<file path="src/rtl/regs_access_ctrl_pkg.sv">
// Shared constants and FSM encoding for the register-file access sequencer.
package regs_access_ctrl_pkg;

    // Default operand / write data width.
    localparam int unsigned DATA_W = 32;
    // Default register index width (32 architectural registers).
    localparam int unsigned ADDR_W = 5;

    // Operand-fetch sequencer states.
    typedef enum logic [1:0] {
        StIdle = 2'd0,
        StRead = 2'd1,
        StCapt = 2'd2,
        StResp = 2'd3
    } state_e;

endpackage

</file>
<file path="src/rtl/regs_access_ctrl_if.sv">
// Bundle of the request, response, writeback and register-file port signals.
// The slave modport is the sequencer's view; master is the surrounding
// pipeline plus register file.
interface regs_access_ctrl_if #(
    parameter int unsigned DATA_W = regs_access_ctrl_pkg::DATA_W,
    parameter int unsigned ADDR_W = regs_access_ctrl_pkg::ADDR_W
);

    // Operand request channel.
    logic              req_valid;
    logic              req_ready;
    logic [ADDR_W-1:0] req_rs;
    logic [ADDR_W-1:0] req_rt;
    logic              req_rs_en;
    logic              req_rt_en;

    // Operand response channel.
    logic              rsp_valid;
    logic              rsp_ready;
    logic [DATA_W-1:0] rsp_a;
    logic [DATA_W-1:0] rsp_b;

    // Writeback channel.
    logic              wb_valid;
    logic              wb_ready;
    logic [ADDR_W-1:0] wb_reg;
    logic [DATA_W-1:0] wb_data;

    // Register file ports.
    logic              rf_write_en;
    logic [ADDR_W-1:0] rf_write_reg;
    logic [DATA_W-1:0] rf_write_data;
    logic              rf_read_en1;
    logic [ADDR_W-1:0] rf_read_reg1;
    logic              rf_read_en2;
    logic [ADDR_W-1:0] rf_read_reg2;
    logic [DATA_W-1:0] rf_read_data1;
    logic [DATA_W-1:0] rf_read_data2;

    modport master (
        output req_valid, req_rs, req_rt, req_rs_en, req_rt_en,
        input  req_ready,
        input  rsp_valid, rsp_a, rsp_b,
        output rsp_ready,
        output wb_valid, wb_reg, wb_data,
        input  wb_ready,
        input  rf_write_en, rf_write_reg, rf_write_data,
        input  rf_read_en1, rf_read_reg1, rf_read_en2, rf_read_reg2,
        output rf_read_data1, rf_read_data2
    );

    modport slave (
        input  req_valid, req_rs, req_rt, req_rs_en, req_rt_en,
        output req_ready,
        output rsp_valid, rsp_a, rsp_b,
        input  rsp_ready,
        input  wb_valid, wb_reg, wb_data,
        output wb_ready,
        output rf_write_en, rf_write_reg, rf_write_data,
        output rf_read_en1, rf_read_reg1, rf_read_en2, rf_read_reg2,
        input  rf_read_data1, rf_read_data2
    );

endinterface

</file>
<file path="src/rtl/regs_wb_stage.sv">
// One-entry writeback staging register. A writeback accepted in one cycle is
// presented to the register file write port in the next; register 0 never
// raises the write enable.
module regs_wb_stage #(
    parameter int unsigned DATA_W = regs_access_ctrl_pkg::DATA_W,
    parameter int unsigned ADDR_W = regs_access_ctrl_pkg::ADDR_W
) (
    input  logic              i_clk,
    input  logic              i_rst_n,
    input  logic              i_wb_valid,
    input  logic [ADDR_W-1:0] i_wb_reg,
    input  logic [DATA_W-1:0] i_wb_data,
    output logic              o_wb_ready,
    output logic              o_rf_write_en,
    output logic [ADDR_W-1:0] o_rf_write_reg,
    output logic [DATA_W-1:0] o_rf_write_data
);

    logic              w_accept;
    logic              r_wr_en;
    logic [ADDR_W-1:0] r_wr_reg;
    logic [DATA_W-1:0] r_wr_data;

    // The stage drains every cycle, so it can always take a new writeback.
    assign o_wb_ready = i_rst_n;
    assign w_accept   = i_wb_valid && i_rst_n;

    // Stage the accepted writeback; enable only for non-zero destinations.
    always_ff @(posedge i_clk) begin
        if (!i_rst_n) begin
            r_wr_en   <= 1'b0;
            r_wr_reg  <= '0;
            r_wr_data <= '0;
        end else begin
            r_wr_en <= w_accept && (i_wb_reg != '0);
            if (w_accept) begin
                r_wr_reg  <= i_wb_reg;
                r_wr_data <= i_wb_data;
            end
        end
    end

    assign o_rf_write_en   = r_wr_en;
    assign o_rf_write_reg  = r_wr_reg;
    assign o_rf_write_data = r_wr_data;

endmodule

</file>
<file path="src/rtl/regs_access_ctrl.sv">
// Register-file access sequencer: fetches up to two operands per request
// through the registered read ports and stages writebacks to the write port.
// A writeback accepted no later than the request lands before the read is
// sampled, so no forwarding path exists.
module regs_access_ctrl
    import regs_access_ctrl_pkg::*;
#(
    parameter int unsigned DATA_W = regs_access_ctrl_pkg::DATA_W,
    parameter int unsigned ADDR_W = regs_access_ctrl_pkg::ADDR_W
) (
    input logic               i_clk,
    input logic               i_rst_n,
    regs_access_ctrl_if.slave io_bus
);

    state_e            r_state;
    state_e            w_state_next;

    logic [ADDR_W-1:0] r_rs;
    logic [ADDR_W-1:0] r_rt;
    logic              r_rs_en;
    logic              r_rt_en;

    logic [DATA_W-1:0] r_rsp_a;
    logic [DATA_W-1:0] r_rsp_b;
    logic              r_rsp_valid;

    logic              w_req_ready;
    logic              w_accept;
    logic              w_live1;
    logic              w_live2;
    logic              w_rd_en1;
    logic              w_rd_en2;
    logic              w_capture;
    logic              w_release;

    // Register 0 and disabled operands never touch the register file.
    assign w_live1  = r_rs_en && (r_rs != '0);
    assign w_live2  = r_rt_en && (r_rt != '0);
    assign w_accept = w_req_ready && io_bus.req_valid;

    // State register.
    always_ff @(posedge i_clk) begin
        if (!i_rst_n) begin
            r_state <= StIdle;
        end else begin
            r_state <= w_state_next;
        end
    end

    // Next-state decode plus handshake and read-port strobes.
    always_comb begin
        w_state_next = r_state;
        w_req_ready  = 1'b0;
        w_rd_en1     = 1'b0;
        w_rd_en2     = 1'b0;
        w_capture    = 1'b0;
        w_release    = 1'b0;
        case (r_state)
            StIdle: begin
                w_req_ready = 1'b1;
                if (io_bus.req_valid) begin
                    w_state_next = StRead;
                end
            end
            StRead: begin
                w_rd_en1     = w_live1;
                w_rd_en2     = w_live2;
                w_state_next = StCapt;
            end
            StCapt: begin
                w_capture    = 1'b1;
                w_state_next = StResp;
            end
            StResp: begin
                if (io_bus.rsp_ready) begin
                    w_release    = 1'b1;
                    w_state_next = StIdle;
                end
            end
            default: begin
                w_state_next = StIdle;
            end
        endcase
    end

    // Latch the request fields on acceptance; they stay put until the next one.
    always_ff @(posedge i_clk) begin
        if (!i_rst_n) begin
            r_rs    <= '0;
            r_rt    <= '0;
            r_rs_en <= 1'b0;
            r_rt_en <= 1'b0;
        end else if (w_accept) begin
            r_rs    <= io_bus.req_rs;
            r_rt    <= io_bus.req_rt;
            r_rs_en <= io_bus.req_rs_en;
            r_rt_en <= io_bus.req_rt_en;
        end
    end

    // Capture read data (or zero for skipped operands) and hold it through RESP.
    always_ff @(posedge i_clk) begin
        if (!i_rst_n) begin
            r_rsp_a     <= '0;
            r_rsp_b     <= '0;
            r_rsp_valid <= 1'b0;
        end else if (w_capture) begin
            r_rsp_a     <= w_live1 ? io_bus.rf_read_data1 : '0;
            r_rsp_b     <= w_live2 ? io_bus.rf_read_data2 : '0;
            r_rsp_valid <= 1'b1;
        end else if (w_release) begin
            r_rsp_valid <= 1'b0;
        end
    end

    assign io_bus.req_ready    = w_req_ready;
    assign io_bus.rsp_valid    = r_rsp_valid;
    assign io_bus.rsp_a        = r_rsp_a;
    assign io_bus.rsp_b        = r_rsp_b;
    assign io_bus.rf_read_en1  = w_rd_en1;
    assign io_bus.rf_read_reg1 = r_rs;
    assign io_bus.rf_read_en2  = w_rd_en2;
    assign io_bus.rf_read_reg2 = r_rt;

    regs_wb_stage #(
        .DATA_W (DATA_W),
        .ADDR_W (ADDR_W)
    ) u_wb_stage (
        .i_clk           (i_clk),
        .i_rst_n         (i_rst_n),
        .i_wb_valid      (io_bus.wb_valid),
        .i_wb_reg        (io_bus.wb_reg),
        .i_wb_data       (io_bus.wb_data),
        .o_wb_ready      (io_bus.wb_ready),
        .o_rf_write_en   (io_bus.rf_write_en),
        .o_rf_write_reg  (io_bus.rf_write_reg),
        .o_rf_write_data (io_bus.rf_write_data)
    );

endmodule
</file>
<file path="src/flat_wrapper.sv">
// flat-port wrapper written by rule: the top's interface ports become plain ports
module regs_access_ctrl_flat import regs_access_ctrl_pkg::*;
#(
    parameter int unsigned DATA_W = regs_access_ctrl_pkg::DATA_W,
    parameter int unsigned ADDR_W = regs_access_ctrl_pkg::ADDR_W
)
  (i_clk, i_rst_n, io_bus_req_valid, io_bus_req_rs, io_bus_req_rt, io_bus_req_rs_en, io_bus_req_rt_en, io_bus_req_ready, io_bus_rsp_valid, io_bus_rsp_a, io_bus_rsp_b, io_bus_rsp_ready, io_bus_wb_valid, io_bus_wb_reg, io_bus_wb_data, io_bus_wb_ready, io_bus_rf_write_en, io_bus_rf_write_reg, io_bus_rf_write_data, io_bus_rf_read_en1, io_bus_rf_read_reg1, io_bus_rf_read_en2, io_bus_rf_read_reg2, io_bus_rf_read_data1, io_bus_rf_read_data2);
  regs_access_ctrl_if #(.DATA_W(DATA_W), .ADDR_W(ADDR_W)) io_bus_i ();
  input logic i_clk;
  input logic i_rst_n;
  input wire logic [$bits(io_bus_i.req_valid)-1:0] io_bus_req_valid;
  input wire logic [$bits(io_bus_i.req_rs)-1:0] io_bus_req_rs;
  input wire logic [$bits(io_bus_i.req_rt)-1:0] io_bus_req_rt;
  input wire logic [$bits(io_bus_i.req_rs_en)-1:0] io_bus_req_rs_en;
  input wire logic [$bits(io_bus_i.req_rt_en)-1:0] io_bus_req_rt_en;
  output wire logic [$bits(io_bus_i.req_ready)-1:0] io_bus_req_ready;
  output wire logic [$bits(io_bus_i.rsp_valid)-1:0] io_bus_rsp_valid;
  output wire logic [$bits(io_bus_i.rsp_a)-1:0] io_bus_rsp_a;
  output wire logic [$bits(io_bus_i.rsp_b)-1:0] io_bus_rsp_b;
  input wire logic [$bits(io_bus_i.rsp_ready)-1:0] io_bus_rsp_ready;
  input wire logic [$bits(io_bus_i.wb_valid)-1:0] io_bus_wb_valid;
  input wire logic [$bits(io_bus_i.wb_reg)-1:0] io_bus_wb_reg;
  input wire logic [$bits(io_bus_i.wb_data)-1:0] io_bus_wb_data;
  output wire logic [$bits(io_bus_i.wb_ready)-1:0] io_bus_wb_ready;
  output wire logic [$bits(io_bus_i.rf_write_en)-1:0] io_bus_rf_write_en;
  output wire logic [$bits(io_bus_i.rf_write_reg)-1:0] io_bus_rf_write_reg;
  output wire logic [$bits(io_bus_i.rf_write_data)-1:0] io_bus_rf_write_data;
  output wire logic [$bits(io_bus_i.rf_read_en1)-1:0] io_bus_rf_read_en1;
  output wire logic [$bits(io_bus_i.rf_read_reg1)-1:0] io_bus_rf_read_reg1;
  output wire logic [$bits(io_bus_i.rf_read_en2)-1:0] io_bus_rf_read_en2;
  output wire logic [$bits(io_bus_i.rf_read_reg2)-1:0] io_bus_rf_read_reg2;
  input wire logic [$bits(io_bus_i.rf_read_data1)-1:0] io_bus_rf_read_data1;
  input wire logic [$bits(io_bus_i.rf_read_data2)-1:0] io_bus_rf_read_data2;
  assign io_bus_i.req_valid = io_bus_req_valid;
  assign io_bus_i.req_rs = io_bus_req_rs;
  assign io_bus_i.req_rt = io_bus_req_rt;
  assign io_bus_i.req_rs_en = io_bus_req_rs_en;
  assign io_bus_i.req_rt_en = io_bus_req_rt_en;
  assign io_bus_req_ready = io_bus_i.req_ready;
  assign io_bus_rsp_valid = io_bus_i.rsp_valid;
  assign io_bus_rsp_a = io_bus_i.rsp_a;
  assign io_bus_rsp_b = io_bus_i.rsp_b;
  assign io_bus_i.rsp_ready = io_bus_rsp_ready;
  assign io_bus_i.wb_valid = io_bus_wb_valid;
  assign io_bus_i.wb_reg = io_bus_wb_reg;
  assign io_bus_i.wb_data = io_bus_wb_data;
  assign io_bus_wb_ready = io_bus_i.wb_ready;
  assign io_bus_rf_write_en = io_bus_i.rf_write_en;
  assign io_bus_rf_write_reg = io_bus_i.rf_write_reg;
  assign io_bus_rf_write_data = io_bus_i.rf_write_data;
  assign io_bus_rf_read_en1 = io_bus_i.rf_read_en1;
  assign io_bus_rf_read_reg1 = io_bus_i.rf_read_reg1;
  assign io_bus_rf_read_en2 = io_bus_i.rf_read_en2;
  assign io_bus_rf_read_reg2 = io_bus_i.rf_read_reg2;
  assign io_bus_i.rf_read_data1 = io_bus_rf_read_data1;
  assign io_bus_i.rf_read_data2 = io_bus_rf_read_data2;
  regs_access_ctrl #(.DATA_W(DATA_W), .ADDR_W(ADDR_W)) u_core (.i_clk(i_clk), .i_rst_n(i_rst_n), .io_bus(io_bus_i));
endmodule
</file>
<file path="config.mk">
export PLATFORM = sky130hd
export DESIGN_NAME = regs_access_ctrl_flat
export DESIGN_NICKNAME = d
export VERILOG_FILES = /design/src/rtl/regs_access_ctrl_pkg.sv /design/src/rtl/regs_access_ctrl_if.sv /design/src/rtl/regs_wb_stage.sv /design/src/rtl/regs_access_ctrl.sv /design/src/flat_wrapper.sv
export SDC_FILE = /design/constraint.sdc
export NUM_CORES = 1
export LEC_CHECK = 0
export CAP_MARGIN = 20
export CORE_MARGIN = 1.5
export CORE_UTILIZATION = 34
export DETAILED_ROUTE_END_ITERATION = 12
export PLACE_DENSITY_LB_ADDON = 0.1
export SLEW_MARGIN = 25
export SYNTH_ARGS = -nofsm -noshare
export SYNTH_HDL_FRONTEND = slang
export SYNTH_SLANG_ARGS = --single-unit
export TNS_END_PERCENT = 20
</file>
<file path="constraint.sdc">
create_clock -name i_clk -period 1.3 [get_ports i_clk]
set_input_delay 0.195 -clock i_clk [delete_from_list [all_inputs] [get_ports i_clk]]
set_output_delay 0.195 -clock i_clk [all_outputs]
set_load 0.005 [all_outputs]
</file>
[After elaboration in Yosys (flattened, before gate mapping)]
Index checks and enable logic that the tools add are counted.
Storage, ports and cells
  bits in registers: 117
Operators by class
  equal/unequal tests: 5
  multiplexer cells: 13
  reduce and logical (&&, ||, !) cells: 11
Operators with widths (number)
  $mux 32: 2
  $reduce_bool 5->1: 3
  $mux 1: 8
  $pmux 2 s4: 1
  $logic_and 1x1->1: 5
  $eq 2x2->1 const B: 2
  $mux 2: 2
  $ne 2x2->1 const B: 2
  $eq 2x1->1 const B: 1
  $logic_not 2->1: 1
  $reduce_and 2->1: 1
  $reduce_bool 2->1: 1

[Depth between registers and ports, before layout]
  depth in word-level cells: 4
  gate-level depth with buffers: 6

[By module]
A second synthesis with hierarchy kept.
Second synthesis, totals
  cell total of the unflattened synthesis: 350
  area total of the unflattened synthesis: 4105.2 um2
Modules (own cells, without submodules)
  regs_access_ctrl: times used 1, cells an instance 227, area an instance 2653.8 um2, sequential area each 1581.5 um2
  regs_wb_stage: times used 1, cells an instance 123, area an instance 1451.4 um2, sequential area each 760.7 um2

[Least setup slack after synthesis]
Ideal clock, no wire load.
  path type: register to register
  start point: reg u_core.r_state[0]
  end point: reg u_core.r_state[1]
  setup time: 0.070 ns
  data arrival time: 1.224 ns
  data required time: 1.230 ns
  slack: 0.006 ns
  cell stages (with the launch flop): 6
  period minus slack after synthesis: 1.294 ns
  path through: dfxtp_1 -> inv_1 -> ha_1 -> nor2b_1 -> or3b_1 -> a21oi_1
On the way
  word-level cells in the longest chain between the ends: 3
  elaborated cells between the ends (all ways): 8
RTL lines
  start, declared: RTL line regs_access_ctrl.sv:16  | state_e r_state;
  start signal, assigned: RTL line regs_access_ctrl.sv:45  | r_state <= StIdle;
  start signal, assigned: RTL line regs_access_ctrl.sv:47  | r_state <= w_state_next;
  $eq 2x2->1 or $logic_not 2->1 (tied branches): RTL line regs_access_ctrl.sv:59  | case (r_state)
  $ne 2x2->1 (no source line)
  $reduce_and 2->1 (no source line)
Several ways; a longest one is shown, not always the timed one.
A chain may end at the register's enable or synchronous reset.

[Worst setup path in the final report]
  start point: reg u_core.r_state[1]
  end point: out io_bus_rf_read_en1
On the way
  word-level cells in the longest chain between the ends: 2
RTL lines
  $eq 2x1->1: RTL line regs_access_ctrl.sv:59
  $mux 1: RTL line regs_access_ctrl.sv:59
  end, declared: RTL line flat_wrapper.sv:28  | output wire logic [$bits(io_bus_i.rf_read_en1)-1:0] io_bus_rf_read_en1;
Every way passes these cells.

==> metrics.csv <==
stage,metric,value,unit
outcome,status,finished with violations,
outcome,failing checks,negative setup slack,
sta,clk_skew,0.00408,ns
routing,Remaining DRCs,0,
synth,Synth Instances,349,
synth,mean area per synthesized cell,11.4,um2
hold_path,Hold Path Depth,2,
setup_path,critical path class,reg -> out,
clock_tree,Sink Count,117,
global_routing,first-pass GRT wire length,19100,um
hold_path,worst min-delay path startpoint,i_rst_n,
power,leakage,3.44,nW
cells_and_area,Total Nets Final,731,
clock_tree,TritonCTS clock tree,built,
global_routing,largest net degree at the start of global routing,47,
routing,DRT Pass-1 Iters,4,
synth,area fraction of the dominant cell type after synthesis,59.0,%
die,core region area,0.0114,mm2
hold_path,Tightest Hold Check Type,in -> reg,
routing,DRT met1 WL,4850,um
placed_design,PortBufs,234,
sta,Slew HR,82.0,%
clock_tree,"Reg clk slew, reported paths",0.05,ns
global_routing,Tot GR Track Use,19.6,%
global_routing,GRT overflow,0,
die,Starting Density,34.7,%
clock_tree,hold_buf cts,0,
die,num rows,39,
cells_and_area,"most common cell after layout, fill and taps aside",clkdlybuf4s50_1,
setup_path,Worst Setup End Kind,primary output,
power,Pwr Total,0.0116,W
synth,post-synthesis sequential area ratio,59.0,%
routing,Initial DRC Count,216,
setup_path,CP Cell Sequence,"inv_4, ha_4, nand2_2, a21oi_2, buf_2",
job,max cap viols,0,
synth,Mapped Area,0.00397,mm2
synth,"area leader, netlist",dfxtp_1,
global_routing,initial antenna violation count,0,
cells_and_area,fin cells,765,
setup_path,reg-to-reg critical path endpoint,u_core.io_bus.rsp_a[0],
synth,Yosys warning total,0,
synth,dominant cells by area after synthesis,"dfxtp_1 59%, a22o_1 14%, mux2i_1 9.3%",
hold_path,Worst Hold Path EP,u_core.r_state[0],
placed_design,DP Area,0.00664,mm2
setup_path,R2R Path Start,u_core.r_state[0],
setup_path,cells on worst reg2reg path,6,
setup_path,worst path required time,1.11,ns
die,chip width,111,um
synth,"Net Count, Synth",471,
sta,fin crit share,109,%
power,P per Cell Area,1590,mW/mm2
die,IO Count,235,
setup_path,CP Max Fanout,3,
routing,Via-to-Cell Ratio,4.70,
sta,fin worst setup slack,-0.123,ns
sta,Final setup violation count,69,
sta,RSZ-0062 raised after global routing,true,
clock_tree,clk buf depth,2,
sta,final hold vios,0,
synth,Yosys reg bits,117,
routing,Vias,3592,
routing,routed length per instance,15.3,um
sta,Slew Limit Fails,0,
routing,final WL,11700,um
global_routing,vias in the first global route,3683,
die,chip height,111,um
cells_and_area,area grow syn2layout,83.3,%
clock_tree,clock latency on the worst-skew pair,0.41,ns
setup_path,CP max-delay cell,dfxtp_4,
placed_design,GPL Wtd Cong,0.774,
sta,Slew @ Worst Pin,0.269,ns
power,worst vdd rail ir drop,0.00103,V
routing,WL met3,1030,um
setup_path,Critical Path Max Stage Delay,0.35,ns
cells_and_area,final core utilization,63.7,%
cells_and_area,"commonest non-fill, non-tap cells in the layout","116 x clkdlybuf4s50_1, 107 x dfxtp_1, 104 x dlygate4sd2_1",
routing,Antenna Nets Post-Route,0,
cells_and_area,"Design Area, Final",0.00727,mm2
clock_tree,H-tree lvl count,4,
sta,Tmin final,1.42,ns
cells_and_area,fraction of layout instances using a drive strength above 1,15.0,%
setup_path,data arrival time of the critical path,1.23,ns
placed_design,Final HPWL DP,8390,um
setup_path,R2R Setup Slk,-0.07,ns
setup_path,CP startpoint kind,flop,
clock_tree,CTS root buffer,clkbuf_16,
cells_and_area,n_diodes,0,
placed_design,placed cell count,731,
synth,count of different cell masters after synthesis,23,
routing,Top Metal Used,met4,
sta,FMAX,0.703,GHz
die,Die ar.,0.0123,mm2
routing,met2 wire len,5710,um
clock_tree,CTS buffer count,17,
sta,Final Hold Slack,0.106,ns
-- final cells by class --
cell class | count | area, um2
Tap cell | 143 | 179
Multi-Input combinational cell | 205 | 1520
Clock buffer | 22 | 454
Inverter | 3 | 16.3
Fill cell | 955 | 4150
Clock inverter | 10 | 225
Sequential cell | 117 | 2360
Timing Repair Buffer | 265 | 2520
-- per-stage QoR --
step                      worst slack, ns  TNS (ns)
after floorplan                   0.00591         0
after global placement             -0.274    -22.86
after detailed placement           -0.282    -26.46
after CTS                          -0.186     -7.99
after global routing               -0.177     -8.40
final                              -0.123     -3.92
-- per-layer routing --
metal / track usage (%) / vias up
li1: - / 1763
met1: 23.2 / 1652
met2: 32.1 / 168
met3: 8.91 / 9
met4: 5.82 / 0
met5: 0 / -
-- power by group --
part / switching (W) / total [W] / internal, W / leakage (nW)
combinational: 0.000944 / 0.00219 / 0.00125 / 2.15
sequential: 0.000153 / 0.00399 / 0.00384 / 0.957
clock: 0.00158 / 0.00541 / 0.00383 / 0.332
total: 0.00268 / 0.0116 / 0.00892 / 3.44
-- synth_stat cells --
| cell type | instances |
|---|---|
| dfxtp_1 | 117 |
| a22o_1 | 64 |
| nor2_1 | 40 |
| mux2i_1 | 37 |
| nand2_1 | 28 |
| a21oi_1 | 16 |
| buf_2 | 8 |
| buf_6 | 6 |
| clkbuf_1 | 6 |
| buf_4 | 4 |
| ha_1 | 4 |
| a21oi_4 | 2 |
| inv_1 | 2 |
| nand3_1 | 2 |
| nor2b_1 | 2 |
| nor3_2 | 2 |
| o21ai_0 | 2 |
| o311a_1 | 2 |
| and2_1 | 1 |
| inv_2 | 1 |
| nor2_4 | 1 |
| or3_1 | 1 |
| or3b_1 | 1 |
-- kinds of logic after synthesis --
| group | Yosys count | share of synthesized area, % |
|---|---|---|
| AOI/OAI and AO/OA | 86 | 17.7 |
| adders and majority gates | 4 | 1.26 |
| buffers and inverters | 27 | 4.32 |
| DFF | 117 | 59.0 |
| muxes | 37 | 9.33 |
| and+or+nand+nor | 78 | 8.33 |
-- critical path, delay by kind of cell (launching register included) --
| kind | cells | cell delay [ns] |
|---|---|---|
| AOI/OAI and AO/OA | 1 | 0.09 |
| adders and majority gates | 1 | 0.13 |
| buffers and inverters | 2 | 0.19 |
| DFF | 1 | 0.35 |
| and+or+nand+nor | 1 | 0.05 |
-- repair_timing --
action                     CTS  global route
setup buffers                2             0
gates resized for setup    146            23
pin swaps                    1             4
setup endpoints to repair  184            81
-- worst max-delay path by stage --
stage / startpoint / end / slack (ns) / depth (start not counted)
floorplan: u_core.r_state[0] / u_core.r_state[1] / 0.006 / 5
global placement: i_rst_n / io_bus_wb_ready / -0.27 / 2
detailed placement: i_rst_n / io_bus_wb_ready / -0.28 / 2
CTS: u_core.r_state[1] / io_bus_rf_read_en1 / -0.19 / 5
global route: u_core.r_state[1] / io_bus_rf_read_en1 / -0.18 / 5
finish: u_core.r_state[1] / io_bus_rf_read_en1 / -0.12 / 5
Power figures use the tool's default switching activity.
